==> src/rtl/fib_stack.sv <==
// fib_stack: LIFO operand stack for the recursive Fibonacci engine.
// Takes push/pop/clear strobes from the controller and returns the empty/full
// status. Top-of-stack goes to the datapath. Every output is a decode of
// registered state, so there is no combinational path from push, pop or din
// to any output.
module fib_stack #(
  parameter int WIDTH = 8,
  parameter int DEPTH = 16,
  parameter int PTR_W = 4
) (
  input  logic             clk,
  input  logic             rst,
  input  logic             clr,
  input  logic             push,
  input  logic             pop,
  input  logic [WIDTH-1:0] din,
  output logic [WIDTH-1:0] dout,
  output logic             empty,
  output logic             full,
  output logic [PTR_W:0]   count,
  output logic             ovf,
  output logic             unf
);

  logic [WIDTH-1:0] r_mem [DEPTH];
  logic [PTR_W:0]   r_count;
  logic             r_ovf;
  logic             r_unf;

  logic             w_empty;
  logic             w_full;
  logic [PTR_W:0]   w_cnt_m1;
  logic             w_wr_en;
  logic [PTR_W-1:0] w_wr_idx;

  // Status decodes and the write slot.
  // A replace (push & pop on a non-empty stack) overwrites the current top.
  // Every other write lands one slot above it. When push and pop arrive
  // together on an empty stack, count is 0, so the write goes to slot 0.
  always_comb begin
    w_empty  = (r_count == '0);
    w_full   = (r_count == (PTR_W+1)'(DEPTH));
    w_cnt_m1 = r_count - (PTR_W+1)'(1);
    w_wr_en  = !clr && push && (pop || !w_full);
    w_wr_idx = (pop && !w_empty) ? w_cnt_m1[PTR_W-1:0] : r_count[PTR_W-1:0];
  end

  // Storage array, with no reset.
  // Any slot at or above count is always written before it can become the
  // top, so stale contents left over from reset are never visible.
  always_ff @(posedge clk) begin
    if (w_wr_en) r_mem[w_wr_idx] <= din;
  end

  // Count and sticky error flags. Priority: clr, then push&pop, then push, then pop.
  always_ff @(posedge clk or negedge rst) begin
    if (!rst) begin
      r_count <= '0;
      r_ovf   <= 1'b0;
      r_unf   <= 1'b0;
    end else if (clr) begin
      r_count <= '0;
      r_ovf   <= 1'b0;
      r_unf   <= 1'b0;
    end else if (push && pop) begin
      if (w_empty) r_count <= (PTR_W+1)'(1);
    end else if (push) begin
      if (w_full) r_ovf   <= 1'b1;
      else        r_count <= r_count + (PTR_W+1)'(1);
    end else if (pop) begin
      if (w_empty) r_unf   <= 1'b1;
      else         r_count <= w_cnt_m1;
    end
  end

  // Output drive, all from registered state.
  always_comb begin
    dout  = w_empty ? '0 : r_mem[w_cnt_m1[PTR_W-1:0]];
    empty = w_empty;
    full  = w_full;
    count = r_count;
    ovf   = r_ovf;
    unf   = r_unf;
  end

endmodule

==> config.mk <==
export PLATFORM = sky130hd
export DESIGN_NAME = fib_stack
export DESIGN_NICKNAME = d
export VERILOG_FILES = /design/src/rtl/fib_stack.sv
export SDC_FILE = /design/constraint.sdc
export NUM_CORES = 1
export LEC_CHECK = 0
export CORE_MARGIN = 3
export CORE_UTILIZATION = 59
export CTS_CLUSTER_DIAMETER = 30
export DETAILED_ROUTE_END_ITERATION = 10
export GPL_ROUTABILITY_DRIVEN = 0
export PLACE_DENSITY = 0.79
export SYNTH_ARGS = -nofsm -noshare
export SYNTH_HDL_FRONTEND = slang
export SYNTH_SLANG_ARGS = --single-unit
==> constraint.sdc <==
create_clock -name clk -period 4.2 [get_ports clk]
set_input_delay 1.26 -clock clk [delete_from_list [all_inputs] [get_ports clk]]
set_output_delay 1.26 -clock clk [all_outputs]
set_load 0.01 [all_outputs]
Yosys cells after proc, flatten, opt, wreduce, memory -nomap -nowiden --
Memory sizes are Yosys's and may differ from the RTL's. Index checks and enable logic that the tools add are counted.
Operators by class: bitwise operators 0, div/mod/pow operators 0, eq/ne operators 6, muxes and demuxes 20, shift operators 0, reductions and logical operators 17, add/subtract/negate cells 2, multiply operators 0, order comparisons 0
Operator list (count):
- $mux 5 | 7
- $mux 1 | 11
- $mux 8 | 1
- $ne 4x3->1 const B | 2
- $reduce_and 4->1 | 2
- $reduce_bool 2->1 | 4
- $add 5x1->5 const B | 1
- $eq 5x5->1 const B | 1
- $logic_not 5->1 | 1
- $sub 5x1->5 const B | 1
- $logic_and 1x1->1 | 4
- $mux 4 | 1
- $ne 2x2->1 const B | 2
- $reduce_bool 4->1 | 1
- $logic_not 1->1 | 3
- $ne 3x3->1 const B | 1
- $reduce_and 3->1 | 1
- $logic_or 1x1->1 | 1
Word-level totals: bits of input ports 13, memories 1, logic and storage cells 49, latch bits 0, RAM bits 128, output and inout port bits 17, flip-flop bits (word level) 7, memory bits (read-only) 0
Memories:
- r_mem | depth 16, width 8, rd ports 1, clocked after Yosys merged registers in 0, write ports 1, RTL line 25 | logic [WIDTH-1:0] r_mem [DEPTH];

Depth between registers and ports, before layout --
Gate-level depths: netlist (run 1).
depth after elaboration 6, mapped depth 9, gate-level depth less buffers 7

Least setup slack after synthesis (run 1) --
OpenSTA, ideal clock, no wires.
path kind register to output, start register r_count[0] (netlist: count[0]), end output port dout[0], path buffers 4, arrival 2.542 ns, required time 2.940 ns, setup slack 0.398 ns, cell stages (with the launch flop) 10, path through dfrtp_1 -> buf_2 -> buf_1 -> inv_2 -> ha_1 -> clkbuf_1 -> clkbuf_1 -> mux4_2 -> mux2i_1 -> o22ai_1
On the way: cells in the longest elaborated chain, start to end 3, elaborated cells between the ends (all ways) 4, those cells by class add/sub (1); mux (1); reduce/logical (1); memory (1)
RTL lines:
- start: declaration | RTL line 26 | logic [PTR_W:0] r_count;
- start signal: assignment | RTL line 66 | if (w_empty) r_count <= (PTR_W+1)'(1);
- start signal: assignment | RTL line 69 | else r_count <= r_count + (PTR_W+1)'(1);
- start signal: assignment | RTL line 72 | else r_count <= w_cnt_m1;
- $sub 5x1->5 | RTL line 43 | w_cnt_m1 = r_count - (PTR_W+1)'(1);
- $mem_v2 16x8
- $mux 8 (*) | RTL line 78 | dout = w_empty ? '0 : r_mem[w_cnt_m1[PTR_W-1:0]];
- end: declaration | RTL line 17 | output logic [WIDTH-1:0] dout,
Mark *: on every way between the ends. The rest lies on a longest branch, timed or not.

Worst setup path after layout (run 1) --
start register r_count[0] (netlist: count[0]), end output port dout[5]
Same word-level chain as after synthesis.

==> flow_summary.ini, run 1 <==
[grt]
track_usage_pct = 25.8
grt_overflow = 0
grt_pass1_vias = 3418
grt_pass1_wl_mm = 20.8
antenna_found_initial = 0
grt_max_degree = 39

[sta]
worst_slew_pin_slew_ns = 0.591
tns_ns = 0
slew_headroom_pct = 60.5
finalCritPeriodShare_pct = 99.2
setup-violations-final = 0
period_minus_slack_ns = 4.17
drv_slew = 0
fin_skew_ns = 0.00990
clock.fmax_mhz = 240
hold_viol = 0

[cells_and_area]
antennaDiodeCount = 0
fillers = 504
nets = 407
utilization_pct = 76.0
final_cells = 533
drive_gt1_share_pct = 29.5
final_common_cell = edfxtp_1
areaGrowthSynthToFinish_pct = 23.6
layout_common_cells = 128 x edfxtp_1, 38 x buf_4, 32 x mux4_2

[min_path]
hold_path_class = flip-flop to flip-flop

[critical_path]
critical_path_class = flip-flop to output port
crit_required_ns = 2.94
arrival_ns = 2.91
end_kind = output port
rrSetupSlack_ns = 1.27
startpoint_type = flip-flop
critPathMaxFanout = 19

[pwr]
peakVddDrop_uv = 372
power_w = 0.00533
p_leak_nw = 2.40
power-per-cell-area_mw_per_mm2 = 752

[clock_tree]
path_clk_slew_ns = 0.06
cts_tree = yes
cts_sinks = 135
htreeDepth = 4
cts_hold_buf = 0
cts_root_buffer = clkbuf_8
clock_path_buffers = 2
cts_made_buffers = 17
insertion_delay_ns = 0.52

[synth]
synth_cell_types = 50
avgSynthCellArea_um2 = 17.9
ys_seq_elements = 135
seq_area_frac_synth_pct = 70.1
yosys_most_used_dff = edfxtp_1
synthArstFlopShare_pct = 5.19
synth_nets = 336
synth_edf_count = 128
syn_area_mm2 = 0.00574
yosysWarnings = 0
syn_inst = 320

[placed_design]
io_buffers = 29
place_inst = 498
dpl.hpwl_mm = 8.28

[drt]
drt-total-wl_mm = 13.9
viasPerCell = 6.65
wire_per_inst_um = 26.1
ant_nets = 0
via_count = 3544
drt_pass1_iterations = 6
route.detailed.drc = 0
drt_iter0_drc = 605

[floorplan]
ios = 30
start_util_pct = 61.5
rows = 35
die_h_um = 105
chipWidth_um = 105
die_area_mm2 = 0.0109
core_area_mm2 = 0.00933

[status]
status = finished clean

[flow_run]
drv_cap = 0
[synth_stat cells, types with 2 or more instances]
cell type	n	area (um2)
clkbuf_1	9	33.8
nor2_1	19	71.3
a21oi_1	13	65.1
nand2b_1	2	12.5
a31oi_1	3	18.8
inv_1	2	7.51
buf_2	8	40.0
and3_1	4	25.0
o21ai_0	4	20.0
nor4b_1	2	17.5
nand4_1	3	18.8
nand3_1	2	10.0
o21ai_1	2	10.0
dfrtp_1	7	175
a211oi_1	9	67.6
mux4_2	32	721
nand2_1	5	18.8
and2_1	2	12.5
o22ai_1	8	50.1
edfxtp_1	128	3840
mux2i_1	17	170
ha_1	3	37.5
a2bb2oi_1	2	17.5
a2111oi_0	3	26.3
nor4_1	2	12.5
nand3b_1	2	15.0
nor2b_1	3	18.8
inv_2	2	7.51
[sequential cells by signal, indices dropped and copies added (netlist names)]
name,flops
r_mem,128
count,5
unf,1
ovf,1
[timing repair]
| action | 4_1_cts | 5_1_grt |
|---|---|---|
| gates resized for setup | 7 | 6 |
| setup endpoints to repair | 7 | 8 |
| cloned | 0 | 1 |
| setup buffers | 0 | 2 |
| endpoints found under the hold margin | 0 | 0 |
[logic make-up after synthesis]
group / after synthesis / synth area share [%]
flops: 135 / 70.1
compound gates: 54 / 6.24
simple gates: 53 / 5.13
mux: 50 / 15.7
buf+inv: 23 / 1.75
fa+ha+maj: 3 / 0.655
xor+xnor: 2 / 0.436
[area by class of cell]
cell class,count,area (um2),area share [%]
tap,129,161,2.28
timing repair buffer,71,663,9.35
inverter,4,15.0,0.212
sequential,135,4020,56.7
multi-input combinational,162,1660,23.4
clock inverter,15,156,2.21
clock buffer,17,414,5.84
[power breakdown]
part	switching [W]	leakage, nW	total, W	internal (W)
sequential	0.0000519	1.24	0.00162	0.00157
clock	0.000618	0.278	0.00143	0.000811
combinational	0.00119	0.876	0.00228	0.00109
[final timing paths]
kind,start,end,cells past startpoint
max,count[0]$_DFFE_PN0P_,dout[5],6
min,unf$_DFFE_PN0P_,unf$_DFFE_PN0P_,2
max reg2reg,count[0]$_DFFE_PN0P_,r_mem[4][1]$_DFFE_PP_,7
min reg2reg,unf$_DFFE_PN0P_,unf$_DFFE_PN0P_,2
max in group asynchronous,rst,count[1]$_DFFE_PN0P_,1
min in group asynchronous,rst,count[3]$_DFFE_PN0P_,1
[worst max-delay path, cell delays in order, from the launching register on]
cell and delay (ns):
dfrtp_2 0.49, buf_4 0.22, buf_16 0.22, mux4_2 0.56, mux2i_2 0.25, o22ai_1 0.15
clkdlybuf4s50_1 0.50
[layer usage]
metal	track usage, %	up-vias	share of wire [%]
li1	-	1479	-
met1	36.4	1785	39
met2	41.6	244	51
met3	4.57	36	7.8
met4	8.62	0	1.9
met5	0	-	0
[through the flow]
stage	setup WS [ns]	hold WS [ns]	instance area, um2
floorplan	0.398	0.529	5740
global placement	0.492	0.484	6410
detailed placement	0.423	0.506	6410
CTS	-0.0320	0.520	7010
global route	-0.0304	0.539	7090
finish	0.0343	0.512	7090
Power figures use the tool's default switching activity.
==> run 2: changes to the inputs <==
- ABC_AREA: not set -> 1
- ABC_CLOCK_PERIOD_IN_PS: not set -> 4200
- CORE_UTILIZATION: 59 -> 60
- PLACE_DENSITY: 0.79 -> 0.8
- TNS_END_PERCENT: not set -> 20
==> run 2 against run 1 <==
Compared with the run above: worst hold slack worse by 0.011 ns; area after synthesis is 4.8% higher; register-to-register slack better by 0.34 ns; clock skew is 0.0039 ns lower; non-clock buffer count is 13 lower; critical path depth is 4 higher; count of clock-buffer cells in the layout stayed put; largest power group is now sequential cells; core utilization is 0.38 points higher; clock power is 7% higher.
==> flow_summary.ini, run 2 <==
[synth]
yosysTopAreaCellShare_pct = 63.9
ys_seq_elements = 135
syn_area_mm2 = 0.00601
synth_edf_count = 128
netlist_top_cells_area = edfxtp_1 64%, nand2_1 11%, nand3_1 8.2%
yosysTopAreaCell = edfxtp_1
synthArstFlopShare_pct = 5.19
yosys_most_used_dff = edfxtp_1
yosysWarnings = 0
synth_most_common_cell = nand2_1
synth_nets = 571
seq_area_frac_synth_pct = 66.9
ys_top_cells_by_count = 184 x nand2_1, 128 x edfxtp_1, 98 x nand3_1, 38 x nor2_1, 21 x inv_1
avgSynthCellArea_um2 = 10.8
syn_inst = 555
synth_cell_types = 28

[cells_and_area]
utilization_pct = 76.4
fillers = 575
nets = 621
ff_latch_area_mm2 = 0.00402
layout_common_cells = 182 x nand2_1, 128 x edfxtp_1, 98 x nand3_1
final_common_cell = nand2_1
largest_reg_flops = 128
multi_input_area_mm2 = 0.00182
drive_gt1_share_pct = 14.4
largest_register = r_mem
areaGrowthSynthToFinish_pct = 20.8
antennaDiodeCount = 0

[drt]
drt_iter0_drc = 501
ant_nets = 0
via_count = 4413
wire_per_inst_um = 19.6
drt_pass1_iterations = 7
viasPerCell = 5.92
drt-total-wl_mm = 14.6
route.detailed.drc = 0

[sta]
hold_viol = 0
fin_skew_ns = 0.00603
finalCritPeriodShare_pct = 98.5
slew_headroom_pct = 54.8
drv_slew = 0
worst_slew_pin_slew_ns = 0.676
period_minus_slack_ns = 4.14
holdWs_ns = 0.501
clock.fmax_mhz = 242
tns_ns = 0
setup-violations-final = 0
timing.final.ws_setup_ns = 0.0645

[floorplan]
core_area_mm2 = 0.00950
rows = 35
die_area_mm2 = 0.0113
ios = 30
die_h_um = 106
chipWidth_um = 106
start_util_pct = 63.3

[status]
status = finished clean

[min_path]
hold_path_class = flip-flop to flip-flop

[pwr]
p_leak_nw = 2.82
power_w = 0.00443
power-per-cell-area_mw_per_mm2 = 611
peakVddDrop_uv = 433

[grt]
antenna_found_initial = 0
grt_pass1_wl_mm = 22.9
grt_pass1_vias = 4290
grt_max_degree = 72
track_usage_pct = 27.3
grt_overflow = 0

[critical_path]
startpoint_type = flip-flop
critical_path_class = flip-flop to output port
cpPeakStageDelay_ns = 0.56
arrival_ns = 2.88
end_kind = output port
critical_path_buf_inv_count = 4
crit_top_cell = nand3_1
critPathMaxFanout = 9
path_cells = inv_2, ha_4, buf_4, xor2_4, buf_12, nand3_1, nand3_1, nand2_1, nor2_1, clkdlybuf4s50_1
path_delay_family = buffers and inverters
cpMaxStageDelayCell = clkdlybuf4s50_1
crit_required_ns = 2.94

[clock_tree]
insertion_delay_ns = 0.51
cts_sinks = 135
cts_made_buffers = 17
htreeDepth = 4
cts_tree = yes
cts_root_buffer = clkbuf_8
path_clk_slew_ns = 0.06
clock_path_buffers = 2

[placed_design]
io_buffers = 29
dpl.hpwl_mm = 8.31
dp_slack_ns = 0.354

[flow_run]
drv_cap = 0
==> run 2: changes by cell type after synthesis, sizes merged, moves of 6 or more <==
cell,change
nand2,+184
nand3,+102
mux4,-32
nor2,+20
inv,+18
mux2i,-17
a211oi,-9
o22ai,-8
buf,+6
==> run 2: timing repair <==
item,CTS,global route
hold buffers,0,0
buffers inserted,2,3
cloned,1,0
pin swaps,0,1
resized for setup,8,11
endpoints found under the setup margin,8,8
endpoints found under the hold margin,0,0
==> run 2: layout make-up <==
| type | count | area share [%] |
|---|---|---|
| clock buffer | 17 | 5.71 |
| clock inverter | 14 | 2.71 |
| inverter | 23 | 1.22 |
| multi-input combinational | 370 | 25.0 |
| sequential | 135 | 55.4 |
| tap | 129 | 2.22 |
| timing repair buffer | 58 | 7.72 |
==> run 2: final timing paths <==
path	start	end	slack, ns	cells past startpoint
hold / removal	unf$_DFFE_PN0P_	unf$_DFFE_PN0P_	0.50	2
hold reg to reg	unf$_DFFE_PN0P_	unf$_DFFE_PN0P_	0.50	2
min in group asynchronous	rst	count[2]$_DFFE_PN0P_	1.03	1
setup reg to reg	count[0]$_DFFE_PN0P_	r_mem[9][2]$_DFFE_PP_	1.61	9
max in group asynchronous	rst	count[0]$_DFFE_PN0P_	2.88	1
setup / recovery	count[0]$_DFFE_PN0P_	dout[1]	0.06	10
==> run 2: logic make-up after synthesis <==
logic type                 synth area share [%]
AOI/OAI and AO/OA                          2.54
xor gates and xnor gates                   1.64
adders and majority gates                 0.625
buffers and inverters                      3.93
DFF                                        66.9
and+or+nand+nor                            24.4
==> run 2: metal layers <==
layer / GRT usage [%] / part of all wire [%] / up-vias
li1: - / - / 2005
met1: 35.4 / 38 / 2081
met4: 11.8 / 3.3 / 0
met2: 45.3 / 50 / 284
met3: 5.22 / 9.0 / 43
met5: 0 / 0 / -
==> run 2: worst min-delay path: cells and delay by family (launching register included) <==
family / cells / cell delay (ns)
DFF: 1 / 0.34
and+or+nand+nor: 1 / 0.07
AOI/OAI and AO/OA: 1 / 0.05
==> run 2: through the flow <==
stage / cell area, um2 / instances
after floorplan: 6010 / 555
after global placement: 6510 / 709
after detailed placement: 6510 / 709
after CTS: 7200 / 743
after global routing: 7260 / 746
final: 7260 / 746
==> run 2: where the power goes <==
part,leakage (nW),switching [W],total [W],internal (W)
clock network,0.293,0.000566,0.00153,0.000966
logic,1.28,0.000852,0.00135,0.000493
registers,1.24,0.0000285,0.00155,0.00153
total,2.82,0.00145,0.00443,0.00299
==> run 3: changes to the inputs <==
- CORE_MARGIN: 3 -> 2
- MAX_ROUTING_LAYER: not set -> met4
==> run 3 against run 2 <==
Compared with the run above: global-route usage grew 1.6 points; clock power decreased by 11%; critical path depth is 1 lower; cell count is 0.13% lower; combinational power decreased by 4%; design area fell by 1.8%; non-clock buffer count is 5 lower; worst hold slack hardly changed; worst setup slack better by 0.022 ns; largest power group unchanged; highest routed layer unchanged.
==> flow_summary.ini, run 3 (same netlist as run 2, synthesis figures left out) <==
[placed_design]
dp_slack_ns = 0.350
dpl-instance-area_mm2 = 0.00646
io_buffers = 29
dpl.hpwl_mm = 8.44

[cells_and_area]
largest_register = r_mem
utilization_pct = 73.3
stdcell_area_mm2 = 0.00713
final_common_cell = nand2_1
nets = 615
largest_reg_flops = 128
layout_common_cells = 183 x nand2_1, 128 x edfxtp_1, 97 x nand3_1
antennaDiodeCount = 0
areaGrowthSynthToFinish_pct = 18.6
drive_gt1_share_pct = 12.9

[sta]
setup-violations-final = 0
slew_headroom_pct = 32.2
timing.final.ws_setup_ns = 0.0861
drv_slew = 0
tns_ns = 0
fin_skew_ns = 0.0106
worst_slew_pin_slew_ns = 1.01
hold_viol = 0
period_minus_slack_ns = 4.11
finalCritPeriodShare_pct = 97.9
clock.fmax_mhz = 243

[critical_path]
cp-endpoint = dout[1]
critPathMaxFanout = 68
arrival_ns = 2.85
worstReg2RegEnd = r_mem[13][4]$_DFFE_PP_
crit_start = count[0]$_DFFE_PN0P_
critical_path_class = flip-flop to output port
crit_required_ns = 2.94
rrSetupSlack_ns = 1.31
r2r.worst_path.cells = 8
end_kind = output port
startpoint_type = flip-flop
r2r-start = count[0]$_DFFE_PN0P_

[floorplan]
rows = 36
ios = 30
start_util_pct = 61.8
die_area_mm2 = 0.0108
core_area_mm2 = 0.00973
chipWidth_um = 104
die_h_um = 104

[status]
status = finished clean

[drt]
drt-total-wl_mm = 14.5
ant_nets = 0
drt_pass1_iterations = 6
wire_per_inst_um = 19.5
route.detailed.drc = 0
via_count = 4333
viasPerCell = 5.82
drt_iter0_drc = 542

[clock_tree]
path_clk_slew_ns = 0.06
cts_root_buffer = clkbuf_8
htreeDepth = 4
insertion_delay_ns = 0.54
cts_sinks = 135
clock_path_buffers = 2
cts_tree = yes
cts_hold_buf = 0
cts_made_buffers = 17

[grt]
grt_pass1_wl_mm = 22.6
track_usage_pct = 28.9
antenna_found_initial = 0
grt_pass1_vias = 4211
grt_max_degree = 72
grt_overflow = 0

[min_path]
hp-start = unf$_DFFE_PN0P_
hold_path_class = flip-flop to flip-flop

[flow_run]
drv_cap = 0

[pwr]
p_leak_nw = 2.77
seq_power_share_pct = 36.8
peakVddDrop_uv = 430
switching_share_pct = 32.9
p_sw_w = 0.00139
power-per-cell-area_mw_per_mm2 = 591
internal_power_w = 0.00283
clkPwrFrac_pct = 32.3
combPwrFrac_pct = 30.9
power_w = 0.00422
run 3: cell count changes in the layout (fill, tap and decap cells not counted), sizes merged, moves of 3 or more:
cell / before / now
buf: 29 / 24
clkinv: 4 / 7
bufinv: 4 / 1
clkbuf: 17 / 23
clkdlybuf4s50: 26 / 23
inv: 27 / 22
run 3: metal layers:
metal / part of all wire (%) / routed length [um] / track usage [%] / vias up
li1: - / - / - / 1991
met1: 36 / 5240 / 34.0 / 2013
met2: 50 / 7260 / 46.0 / 286
met3: 11 / 1620 / 10.5 / 43
met4: 2.7 / 388 / 10.7 / 0
met5: 0 / 0 / - / -
run 3: what timing repair did:
action / CTS / global route
gates resized for setup: 7 / 12
hold endpoints to repair: 0 / 0
setup buffers: 5 / 0
pin swaps: 1 / 0
setup endpoints to repair: 8 / 6
run 3: layout make-up:
class / count / area (um2)
Tap cell: 133 / 166
Inverter: 23 / 86.3
Clock inverter: 9 / 77.6
Sequential cell: 135 / 4020
Timing Repair Buffer: 53 / 519
Clock buffer: 23 / 467
Fill cell: 663 / 2600
Multi-Input combinational cell: 369 / 1790
run 3: worst min path at each step:
| stage | to | slack (ns) | cells past startpoint |
|---|---|---|---|
| after floorplan | ovf$_DFFE_PN0P_ | 0.53 | 2 |
| after global placement | ovf$_DFFE_PN0P_ | 0.48 | 2 |
| after detailed placement | unf$_DFFE_PN0P_ | 0.49 | 2 |
| after CTS | unf$_DFFE_PN0P_ | 0.50 | 2 |
| after global routing | unf$_DFFE_PN0P_ | 0.53 | 2 |
| final | unf$_DFFE_PN0P_ | 0.50 | 2 |
run 3: power groups by stage:
stage          sequential [W]  clock [W]  combinational [W]
2_1_floorplan         0.00157          0           0.000781
3_3_place_gp          0.00157          0            0.00118
3_5_place_dp          0.00158          0            0.00120
4_1_cts               0.00155    0.00136            0.00128
5_1_grt               0.00156    0.00142            0.00141
6_report              0.00155    0.00136            0.00130
run 3: metrics by stage:
step,hold slack [ns],std cells
floorplan,0.529,555
detailed placement,0.491,708
finish,0.501,745
CTS,0.504,745
global placement,0.481,708
global route,0.527,745
run 3: critical path, stage by stage (launching register included):
cell and delay (ns):
dfrtp_2 0.42, inv_2 0.12, buf_12 0.32, nand3_1 0.19, nand2_1 0.09, nand2_1 0.26
nand3_1 0.18, nand2_1 0.06, nor2_1 0.11, clkdlybuf4s50_1 0.56
==> RTL edit 1 (settings of run 1) <==
The parameter `DEPTH` goes from 16 to 8.
--- a/src/rtl/fib_stack.sv
+++ b/src/rtl/fib_stack.sv
@@ -7,3 +7,3 @@
   parameter int WIDTH = 8,
-  parameter int DEPTH = 16,
+  parameter int DEPTH = 8,
   parameter int PTR_W = 4
Formal check against the unedited RTL: not equivalent (Yosys sat finds a counterexample within 10 cycles, from zero or initial values and one cycle with rst low).
==> RTL edit 1 against run 1 <==
Cell count fell by 41%. Cell area fell by 48%. Sequential share of layout area fell by 0.20 points. Sequential cell count fell by 64. Critical endpoint is now dout[3]. Setup slack improved by 0.15 ns. Total power fell by 56%. Wire length fell by 55%. Synthesized area fell by 45%.
==> RTL edit 1: results (changes against run 1) <==
status: "finished, final reports clean"  # unchanged
drt_wl_total_um: 6280  # was 13900 µm
vias_per_cell: 6.13  # was 6.65
r2r-end: "r_mem[1][5]$_DFFE_PP_"  # was r_mem[4][1]$_DFFE_PP_
drive_gt1_frac: 0.185  # was 0.295
grt_pass1_wl_um: 10000  # was 20800 µm
fin_nets: 259  # was 407
synth_edf_count: 64  # was 128
post_synth_num_cell_types: 42  # was 50
drt-met1-wl_um: 2370  # was 5420 µm
hold_slack_ns: 0.509  # was 0.512 ns
use_met3: 0.0692  # was 0.0457
placedCellCount: 299  # was 498
use_met2: 0.384  # was 0.416
fin_skew_ns: 0.00964  # was 0.00990 ns
postPlaceCellArea_um2: 3540  # was 6410 µm²
leakagePower_nw: 1.24  # was 2.40 nW
fin_cells: 315  # was 533
slew_headroom: 0.482  # was 0.605
dp_hpwl_um: 4280  # was 8280 µm
htreeDepth: 3  # was 4
max-vdd-ir-drop_mv: 0.387  # was 0.372 mV
grt_pass1_vias: 2041  # was 3418
grtUsageMet1: 0.244  # was 0.364
synth_cells: 203  # was 320
r2r_start: "count[1]$_DFFE_PN0P_"  # was count[0]$_DFFE_PN0P_
firstDrtPassIters: 5  # was 6
ctsResizeCount: 0  # was 7
[RTL edit 1: worst max path at each step]
stage,slack [ns],to,from,cells after the start
after floorplan,0.65,dout[0],count[0]$_DFFE_PN0P_,9
after global placement,0.64,dout[2],count[1]$_DFFE_PN0P_,7
final,0.19,dout[3],count[1]$_DFFE_PN0P_,7
after global routing,0.02,dout[3],count[1]$_DFFE_PN0P_,7
after CTS,0.17,dout[3],count[1]$_DFFE_PN0P_,7
after detailed placement,0.54,dout[3],count[1]$_DFFE_PN0P_,7
[RTL edit 1: logic make-up (layout without fill, tap and decap cells)]
group / count (synthesis) / in the layout / share of synthesized area
muxes: 16 / 16 / 0.115
buffers and inverters: 17 / 62 / 0.0259
DFF: 71 / 71 / 0.668
xor gates and xnor gates: 5 / 5 / 0.0163
adders and majority gates: 3 / 3 / 0.0120
and+or+nand+nor: 54 / 54 / 0.0861
AOI/OAI and AO/OA: 37 / 37 / 0.0769
[RTL edit 1: worst reg2reg max path, cell delays in order, from the launching register on]
cell      delay (ns)
dfrtp_1         0.47
inv_1           0.12
ha_1            0.21
or4b_4          0.52
a211oi_1        0.31
a31oi_1         0.10
nor2_1          0.62
[RTL edit 1: layout make-up]
type | instances | share of cell area
clock inverter | 3 | 0.00506
inverter | 6 | 0.00742
tap | 67 | 0.0226
multi-input combinational | 115 | 0.259
sequential | 71 | 0.565
clock buffer | 13 | 0.0401
timing repair buffer | 40 | 0.101
[RTL edit 1: report_power, final]
group          switching, mW  total, mW  internal, mW  leakage (nW)
Clock                  0.230      0.461         0.230        0.0874
Sequential            0.0359      0.870         0.834         0.673
Combinational          0.546       1.04         0.496         0.482
Total                  0.813       2.37          1.56          1.24
==> RTL edit 2 (settings of run 1) <==
Made on the original files. Put a register stage on the output `ovf`. The value now appears one clock later. The other outputs are not delayed to match.
--- a/src/rtl/fib_stack.sv
+++ b/src/rtl/fib_stack.sv
@@ -23,2 +23,4 @@
 );
+
+  logic ovf_d;
 
@@ -81,4 +83,8 @@
     count = r_count;
-    ovf   = r_ovf;
+    ovf_d = r_ovf;
     unf   = r_unf;
+  end
+
+  always_ff @(posedge clk) begin
+    ovf <= ovf_d;
   end
Behaviour: same outputs for any inputs over 10 cycles, from zero or initial values and one cycle with rst low; that may be too few to reach the edited logic, so the function may still have changed.
==> RTL edit 2 against run 1 <==
Sequential cell count rose by 1. Total power grew 2.4%. Synthesized cell count up 0.31%. Via count decreased by 2.8%. Setup slack better by 0.042 ns. Count of clock-buffer cells in the layout is the same. Synthesized area is 0.35% higher. Cell count rose by 0.56%. Wire length fell by 3.9%. Cell area up 0.88%. Sequential share of layout area decreased by 0.23 points.
==> RTL edit 2: results (changes against run 1) <==
final_core_util: 0.763  # was 0.760
synth-async-reset-ratio: 0.0515  # was 0.0519
drt_wl_total_um: 13400  # was 13900 µm
r2r_start: "count[1]$_DFFE_PN0P_"  # was count[0]$_DFFE_PN0P_
firstDrtPassIters: 5  # was 6
post_drt_wl_per_cell_um: 24.9  # was 26.1 µm
drive_gt1_frac: 0.297  # was 0.295
min_path_cells: 0  # was 2
seq_cells: 136  # was 135
muxShareOfSynthArea: 0.157  # about the same
min_to: "ovf$_DFF_P_"  # was unf$_DFFE_PN0P_
hp-start: "ovf_d$_DFFE_PN0P_"  # was unf$_DFFE_PN0P_
io_buffer_count: 29  # unchanged
dp_hpwl_um: 8400  # was 8280 µm
clockBufferCount: 17  # unchanged
buffers: 75  # was 71
synth_edf_count: 128  # unchanged
yosysWarnings: 0  # unchanged
status: "finished, final reports clean"  # unchanged
slowest_delay_ns: 0.58  # was 0.56 ns
multi_input_area_share: 0.235  # was 0.234
htreeDepth: 4  # unchanged
placedCellCount: 501  # was 498
synth_xor_area_frac: 0.00435  # was 0.00436
synth_fp_nets: 337  # was 336
rrSetupSlack_ns: 1.18  # was 1.27 ns
leakagePower_nw: 2.47  # was 2.40 nW
r2r_cells: 8  # was 7
synth-compound-area-share: 0.0622  # was 0.0624
synth.area.top_cells: "edfxtp_1, mux4_2, dfrtp_1, mux2i_1, nor2_1"  # unchanged
cp_max_fo: 11  # was 19
buffer_area_frac: 0.0939  # was 0.0935
slew_headroom: 0.284  # was 0.605
drtIter0Drc: 474  # was 605
postPlaceCellArea_um2: 6430  # was 6410 µm²
synth_cells: 321  # was 320
nFillCells: 534  # was 504
sw_frac_of_total: 0.333  # was 0.349
synth_adder_area_share: 0.00652  # was 0.00654
clock_cell_area_share: 0.0817  # was 0.0805
r2r-end: "r_mem[13][5]$_DFFE_PP_"  # was r_mem[4][1]$_DFFE_PP_
post_synth_num_cell_types: 51  # was 50
cpMaxStageDelayCell: "clkdlybuf4s50_1"  # was mux4_2
clk_pin_slew_ns: 0.06  # about the same
grt_max_degree: 32  # was 39
seqCellArea_um2: 4040  # was 4020 µm²
grt_pass1_wl_um: 20700  # was 20800 µm
vias: 3443  # was 3544
cp.arrival_ns: 2.86  # was 2.91 ns
comb_cell_power_mw: 2.37  # was 2.28 mW
ctsResizeCount: 14  # was 7
startpoint: "count[1]$_DFFE_PN0P_"  # was count[0]$_DFFE_PN0P_
max-vdd-ir-drop_mv: 0.481  # was 0.372 mV
seq_area_frac_synth: 0.702  # was 0.701
grt_pass1_vias: 3396  # was 3418
grtUsageTotal: 0.259  # was 0.258
fin_nets: 412  # was 407
fin_skew_ns: 0.00699  # was 0.00990 ns
[RTL edit 2: routing by layer]
metal | up-vias | track usage | routed length, µm | share of wire
met5 | - | 0 | 0 | 0
met1 | 1742 | 0.350 | 5060 | 0.38
li1 | 1479 | - | - | -
met4 | 0 | 0.0815 | 270 | 0.020
met2 | 192 | 0.430 | 7080 | 0.53
met3 | 30 | 0.0513 | 961 | 0.072
[RTL edit 2: per-stage QoR]
stage / setup WS [ns] / hold slack [ns]
2_1_floorplan: 0.398 / 0.348
4_1_cts: 0.0160 / 0.384
3_5_place_dp: 0.375 / 0.370
6_report: 0.0763 / 0.378
3_3_place_gp: 0.415 / 0.365
5_1_grt: 0.000308 / 0.401
[RTL edit 2: cells by family (layout without fill, tap and decap cells)]
group / Yosys count / after routing
buffers and inverters: 23 / 109
xor gates and xnor gates: 2 / 2
and+or+nand+nor: 53 / 53
muxes: 50 / 50
AOI/OAI and AO/OA: 54 / 54
adders and majority gates: 3 / 3
DFF: 136 / 136
